$ cat src/rtl/uart_tx.sv
// uart_tx: UART transmitter (8N1 by default). Valid/ready input with a 1-deep holding register.
// Define UART_TX_PARITY_EN to add a parity bit after the data bits; PARITY_ODD selects odd parity.
module uart_tx #(
  parameter int DATA_LENGTH  = 8,
  parameter int CLKS_PER_BIT = 16,
  parameter int CNT_WIDTH    = $clog2(CLKS_PER_BIT),
  parameter int PARITY_ODD   = 0
) (
  input  logic                   clk,
  input  logic                   rst,
  input  logic                   tx_valid,
  input  logic [DATA_LENGTH-1:0] tx_data,
  output logic                   tx_ready,
  output logic                   tx,
  output logic                   tx_busy,
  output logic                   tx_done
);

  localparam int IDX_WIDTH = (DATA_LENGTH > 1) ? $clog2(DATA_LENGTH) : 1;
  localparam logic [CNT_WIDTH-1:0] CNT_LAST = CNT_WIDTH'(CLKS_PER_BIT - 1);
  localparam logic [IDX_WIDTH-1:0] IDX_LAST = IDX_WIDTH'(DATA_LENGTH - 1);

  if (CLKS_PER_BIT < 2) begin : g_bad_clks_per_bit
    $error("uart_tx: CLKS_PER_BIT must be at least 2");
  end
  if (CNT_WIDTH < $clog2(CLKS_PER_BIT)) begin : g_bad_cnt_width
    $error("uart_tx: CNT_WIDTH too narrow for CLKS_PER_BIT");
  end
  if (PARITY_ODD != 0 && PARITY_ODD != 1) begin : g_bad_parity_odd
    $error("uart_tx: PARITY_ODD must be 0 or 1");
  end

  typedef enum logic [2:0] {
    ST_IDLE   = 3'd0,
    ST_START  = 3'd1,
    ST_DATA   = 3'd2,
    ST_STOP   = 3'd3
`ifdef UART_TX_PARITY_EN
    ,
    ST_PARITY = 3'd4
`endif
  } state_e;

  state_e                 state_q, state_d;
  logic [CNT_WIDTH-1:0]   cnt_q, cnt_d;
  logic [IDX_WIDTH-1:0]   idx_q, idx_d;
  logic [DATA_LENGTH-1:0] shift_q, shift_d;
  logic [DATA_LENGTH-1:0] hold_q, hold_d;
  logic                   hold_full_q, hold_full_d;
  logic                   tx_q, tx_d;
  logic                   bit_end;
  logic                   load;
  logic                   done;
`ifdef UART_TX_PARITY_EN
  logic                   parity_q, parity_d;
`endif

  always_comb begin
    // NOTE: every variable driven here gets a default first, so no path can infer a latch.
    state_d     = state_q;
    cnt_d       = cnt_q;
    idx_d       = idx_q;
    shift_d     = shift_q;
    hold_d      = hold_q;
    hold_full_d = hold_full_q;
    tx_d        = 1'b1;
    load        = 1'b0;
    done        = 1'b0;
    bit_end     = (cnt_q == CNT_LAST);
`ifdef UART_TX_PARITY_EN
    parity_d    = parity_q;
`endif

    // Accept only into an empty holding register; loads only drain a full one, so they never collide.
    if (tx_valid && !hold_full_q) begin
      hold_d      = tx_data;
      hold_full_d = 1'b1;
    end

    case (state_q)
      ST_IDLE: begin
        if (hold_full_q) load = 1'b1;
      end
      ST_START: begin
        if (bit_end) state_d = ST_DATA;
      end
      ST_DATA: begin
        if (bit_end) begin
          if (idx_q == IDX_LAST) begin
            idx_d = '0;
`ifdef UART_TX_PARITY_EN
            state_d = ST_PARITY;
`else
            state_d = ST_STOP;
`endif
          end else begin
            idx_d   = idx_q + IDX_WIDTH'(1);
            shift_d = shift_q >> 1;
          end
        end
      end
`ifdef UART_TX_PARITY_EN
      ST_PARITY: begin
        if (bit_end) state_d = ST_STOP;
      end
`endif
      ST_STOP: begin
        if (bit_end) begin
          done = 1'b1;
          if (hold_full_q) load = 1'b1;
          else             state_d = ST_IDLE;
        end
      end
      default: state_d = ST_IDLE;
    endcase

    if (load) begin
      shift_d     = hold_q;
      hold_full_d = 1'b0;
      state_d     = ST_START;
`ifdef UART_TX_PARITY_EN
      parity_d    = (^hold_q) ^ (PARITY_ODD != 0);
`endif
    end

    // Bit timer restarts at every bit boundary and on every state change, including STOP->START.
    if (state_q == ST_IDLE || state_d != state_q || load || bit_end) cnt_d = '0;
    else                                                            cnt_d = cnt_q + CNT_WIDTH'(1);

    // The line is registered, so drive it from the state being entered.
    case (state_d)
      ST_START:  tx_d = 1'b0;
      ST_DATA:   tx_d = shift_d[0];
`ifdef UART_TX_PARITY_EN
      ST_PARITY: tx_d = parity_d;
`endif
      default:   tx_d = 1'b1;
    endcase
  end

  // NOTE: the holding register is cleared by reset too, so a word queued before reset is dropped.
  always_ff @(posedge clk or posedge rst) begin
    if (rst) begin
      state_q     <= ST_IDLE;
      cnt_q       <= '0;
      idx_q       <= '0;
      shift_q     <= '0;
      hold_q      <= '0;
      hold_full_q <= 1'b0;
      tx_q        <= 1'b1;
`ifdef UART_TX_PARITY_EN
      parity_q    <= 1'b0;
`endif
    end else begin
      // NOTE: non-blocking assignments so every register samples the pre-edge values.
      state_q     <= state_d;
      cnt_q       <= cnt_d;
      idx_q       <= idx_d;
      shift_q     <= shift_d;
      hold_q      <= hold_d;
      hold_full_q <= hold_full_d;
      tx_q        <= tx_d;
`ifdef UART_TX_PARITY_EN
      parity_q    <= parity_d;
`endif
    end
  end

  assign tx       = tx_q;
  assign tx_ready = !hold_full_q;
  assign tx_busy  = (state_q != ST_IDLE);
  assign tx_done  = done;

endmodule
$ cat config.mk
export PLATFORM = sky130hd
export DESIGN_NAME = uart_tx
export DESIGN_NICKNAME = d
export VERILOG_FILES = /design/src/rtl/uart_tx.sv
export SDC_FILE = /design/constraint.sdc
export NUM_CORES = 1
export LEC_CHECK = 0
export ABC_AREA = 1
export BUFFER_PORTS_ARGS = -buffer_cell sky130_fd_sc_hd__buf_2
export CORE_AREA = 2 2 73 75
export DETAILED_ROUTE_END_ITERATION = 7
export DIE_AREA = 0 0 75 77
export GPL_TIMING_DRIVEN = 0
export SETUP_SLACK_MARGIN = 0.3
export SYNTH_ARGS = -nofsm -noshare
export SYNTH_HDL_FRONTEND = slang
export SYNTH_SLANG_ARGS = --single-unit
$ cat constraint.sdc
create_clock -name clk -period 1.55 [get_ports clk]
set_clock_uncertainty 0.2 [all_clocks]
set_input_delay 0.2325 -clock clk [delete_from_list [all_inputs] [get_ports clk]]
set_output_delay 0.2325 -clock clk [all_outputs]
set_load 0.1 [all_outputs]
### After elaboration in Yosys (flattened, before gate mapping)

Cells that the tools add are included.

* word-level logic and storage cells: 52
* output and inout port bits: 4
* input bits: 11
* bits in registers: 28

* add/subtract/negate cells: 2
* eq/ne operators: 9
* muxes and demuxes: 21
* reduce and logical (&&, ||, !) cells: 12

Operator list (number)
* two-way mux 8 bit: 4
* two-way mux 3 bit: 7
* case mux 3 bit (4 select lines): 1
* equality test 3 x 2 -> 1 bit, second input constant: 3
* equality test 3 x 1 -> 1 bit, second input constant: 2
* two-way mux 1 bit: 6
* nonzero test 2 bit: 3
* adder 4 x 1 -> 4 bit, second input constant: 1
* equality test 4 bit, second input constant: 1
* two-way mux 4 bit: 1
* case mux 1 bit (2 select lines): 2
* adder 3 x 1 -> 3 bit, second input constant: 1
* equality test 3 bit, second input constant: 1
* zero test 3 bit: 1
* logical OR 1 bit: 3
* != test 3 bit: 1
* AND reduction 3 bit: 1
* nonzero test 3 bit: 1
* != test 2 bit, second input constant: 1
* AND reduction 2 bit: 1
* logical AND 1 bit: 1
* zero test 1 bit: 1

### Logic depth before layout (Yosys ltp)

* depth in word-level cells: 10
* gate-level depth with buffers: 11
* gate-level depth less buffers: 11

### Worst setup path after synthesis

No wires, ideal clock.

* path type: register -> register
* start point: register state_q[2]
* end point: register shift_q[1]
* path buffers: 0
* slack: -763 ps
* clock period less this slack: 2313 ps
* stages on the path, launching flop included: 9
* setup time: 124 ps
* data arrival time: 1989 ps
* required time: 1226 ps
* path through: dfrtp_1 inv_1 nand3_1 nand2_2 nand2_4 nand2_1 inv_1 nand2_1 nand2_1

* cells in the longest elaborated chain, start to end: 4
* elaborated cells between the ends (all ways): 9
* classes of those cells: eq/ne: 3; mux: 2; reduce/logical: 4

Ends and longest elaborated chain
* start, declared: RTL line 44 `state_e state_q, state_d;`
* start signal, assigned: RTL line 156 `state_q <= state_d;`
* equality test 3 x 2 -> 1 bit or zero test 3 bit (tied branches): RTL line 80 `case (state_q)`
* case mux 1 bit (2 select lines): RTL line 80
* != test 2 bit (no source line) or nonzero test 2 bit (tied branches)
* AND reduction 3 bit (no source line)
* end signal, assigned: RTL line 159 `shift_q <= shift_d;`
* end, declared: RTL line 47 `logic [DATA_LENGTH-1:0] shift_q, shift_d;`

Several ways; a longest one is shown, not always the timed one.
A chain may end at the register's enable or synchronous reset.

### Worst setup path in the final report

* start point: register cnt_q[1]
* end point: register tx_q (netlist: tx)

* cells in the longest elaborated chain, start to end: 6
* elaborated cells between the ends (all ways): 14
* classes of those cells: eq/ne: 3; mux: 11

Ends and longest elaborated chain
* start, declared: RTL line 45 `logic [CNT_WIDTH-1:0] cnt_q, cnt_d;`
* start signal, assigned: RTL line 157 `cnt_q <= cnt_d;`
* equality test 4 bit (*): RTL line 69 `bit_end = (cnt_q == CNT_LAST);`
* two-way mux 3 bit (tied with other cells): RTL line 108 `if (bit_end) begin`
* case mux 3 bit (4 select lines) or case mux 1 bit (2 select lines) (tied branches): RTL line 80
* two-way mux 3 bit: RTL line 117 `if (load) begin`
* equality test 3 x 2 -> 1 bit or equality test 3 x 1 -> 1 bit (tied branches): RTL line 131 `case (state_d)`
* case mux 1 bit (2 select lines) (*): RTL line 131
* via tx_d: RTL line 50 `logic tx_q, tx_d;`
* end signal, assigned: RTL line 162 `tx_q <= tx_d;`
* end, declared: RTL line 50

Mark *: on every way through the listed nets, which the timed path passes. The rest lies on a longest branch. The select of a mux whose other input is x is not followed.

==> impl_metrics.toml <==
[routing]
viasPerCell = 4.23
dr.first_iter.drc_count = 26
drc_errors = 0
num_vias = 1045
drt-total-wl_um = 2880
ant_nets = 0
post_drt_wl_per_cell_um = 11.7
dr.pass1.iters = 4

[place]
dpl.hpwl_um = 1680
gp_congestion = 0.737
port_buffers = 14

[timing]
final.setup.worst_slack_ns = -0.235
period_needed_ns = 1.78
relSlewSlack_pct = 59.3
hold_slack_ns = -0.173
setup_violations = 19
fmax_ghz = 0.560
worstMarginPinSlew_ns = 0.609
timing.final.hold_violations = 27
min_period_over_period_pct = 115
rsz0062_at_grt = "yes"
fin_tns_setup_ns = -2.53
finalMaxSlewViolations = 0

[setup_path]
reg2reg_depth = 12
crit_chain = "ha_4, nand2_4, nor2_8, buf_4, buf_6, buf_4, nand3_4, inv_1, nor2_1, nand3_1, nand2_1, nand2_1"
r2r_start = "cnt_q[1]"
worst_path_max_delay_cell = "dfrtp_1"
required_ns = 1.56
crit_arrival_ns = 1.80
critPathMaxFanout = 5
slowest_delay_ns = 0.42
critPathCaptureType = "flip-flop"
start_kind = "flip-flop"
critPathLaunch = "cnt_q[1]"
crit_type = "flip-flop to flip-flop"

[yosys]
synth-main-ff-cell = "dfrtp_1"
synth_edf_count = 0
syn_nets = 148
synthTopCellsByArea = "dfrtp_1 (52%), nand2_1 (8.7%), mux2_2 (7.9%)"
yosysTopAreaCell = "dfrtp_1"
synth-async-reset-ratio_pct = 100
syn_area_sq_um = 1290
ys_seq_area_share_pct = 54.4
avgSynthCellArea_sq_um = 9.63
yosys_register_bits = 28
yosys-top-cells-count = "nand2_1 (30), dfrtp_1 (27), inv_1 (19)"
synth.most_common_cell = "nand2_1"
synth_cell_type_count = 22
synth_top_area_share_pct = 52.4
synthCells = 134
yosys_warnings = 0

[outcome]
outcome = "finished, violations left"
violations = "negative hold slack, negative setup slack"

[pwr]
ir_worst_vdd_uv = 678
p_total_mw = 3.07
p_leak_nw = 1.04
power_density_nw_per_um2 = 1480

[clock_tree]
path_clk_slew_ns = 0.09
cts.htree.levels = 1
cts_tree = "done"
clockRootBuffer = "clkbuf_8"
clockBufferDepth = 2
holdBufCountCts = 6
cts_sinks = 28
clk_latency_ns = 0.27
cts_made_buffers = 3

[job]
maxCapViolCount = 0

[die]
pin_count = 15
die-area_sq_um = 5780
rows = 26
die_w_um = 75
initial_utilization_pct = 25.9
die_h_um = 77
coreArea_sq_um = 4980

[global_route]
grt_pass1_wl_um = 4780
grt_util_all_layers_pct = 10.5
grt_pass1_vias = 1043
grt_antenna_before_repair = 0
grt_start_max_net_pins = 29
overflow = 0

[hold_path]
hold_class = "input port to async pin"

[final_layout]
nets = 192
drive_gt1_share_pct = 53.1
n_antenna_cell = 0
area_growth_pct = 61.1
## power by group
| part | total [mW] | leakage (nW) | internal [mW] | switching [mW] |
|---|---|---|---|---|
| clock network | 0.440 | 0.0288 | 0.227 | 0.213 |
| logic | 1.43 | 0.666 | 0.654 | 0.780 |
| registers | 1.19 | 0.348 | 1.01 | 0.188 |
| total | 3.07 | 1.04 | 1.89 | 1.18 |
## logic make-up after synthesis
kind of cell             after synthesis  synth area share, %
flip-flops                            28                 54.4
buffers and inverters                 21                 6.50
AND/OR/NAND/NOR                       61                 22.4
adder cells (fa/ha/maj)                3                 2.91
AO/OA/AOI/OAI                         10                 4.95
multiplexers                           9                 7.86
XOR/XNOR                               1                0.679
other                                  1                0.291
## flip-flops by register name (all words and copies together) (netlist names)
signal       flops
shift_q          8
idx_q            3
hold_q           8
state_q          3
tx               1
cnt_q            4
hold_full_q      1
## layout by cell type (no fill, tap or decap), types with 2 or more instances in the layout
cell and n:
inv_4 2, dfrtp_1 26, nand3_1 2, clkbuf_8 4, buf_6 7, inv_2 5, nor2_4 3, nand2_4 5
ha_4 2, buf_2 10, dlygate4sd3_1 6, nand2_8 4, nand2_2 3, nand3_4 3, nor2_2 3, inv_1 10
clkinvlp_4 3, nand2_1 26, buf_12 3, mux2_4 9, buf_4 11, nand3_2 3, a22oi_2 5, nor2_1 5
nand4_1 3
## layer usage
| layer | up-vias | wire, um | GRT usage (%) |
|---|---|---|---|
| li1 | 513 | - | - |
| met1 | 519 | 1270 | 14.4 |
| met2 | 11 | 1550 | 17.4 |
| met3 | 2 | 52 | 1.58 |
| met4 | 0 | 9 | 2.14 |
| met5 | - | 0 | 0 |
## worst max-delay path, delay by kind of cell, from the launching register on
| kind | cells | cell delay, ns |
|---|---|---|
| and+or+nand+nor | 7 | 0.49 |
| buffers and inverters | 4 | 0.44 |
| adders and majority gates | 1 | 0.18 |
| DFF | 1 | 0.42 |
## cell type report
cell class,instances,area (sq um)
Clock buffer,4,55.1
Inverter,21,108
Fill cell,491,2900
Multi-Input combinational cell,86,774
Timing Repair Buffer,38,347
Sequential cell,28,707
Tap cell,70,87.6
## path summary, 6_finish.rpt
check / slack (ns) / endpoint
max in group asynchronous: 0.95 / state_q[0]
min: -0.17 / hold_q[4]
max reg2reg: -0.23 / tx
min in group clk: 0 / hold_q[0]
max: -0.23 / tx
min reg2reg: 0.30 / shift_q[6]
## through the flow
step                hold WS, ns  instance area [sq um]  cells  utilization [%]  setup WS [ns]
floorplan                0.0972                   1380    134                -         -0.284
global placement          0.264                   1540    218             31.0         -0.217
detailed placement        0.268                   1540    218             31.0         -0.230
CTS                    0.000610                   1970    242             39.5         -0.217
global route             -0.132                   2080    247             41.8         -0.305
finish                   -0.173                   2080    247             41.8         -0.235
## repair_timing
item,CTS,global route
gates resized for setup,49,18
hold endpoints to repair,6,27
pin swaps,12,9
setup buffers,13,5
cloned,1,0
endpoints found under the setup margin,31,58
Power figures use the tool's default switching activity.
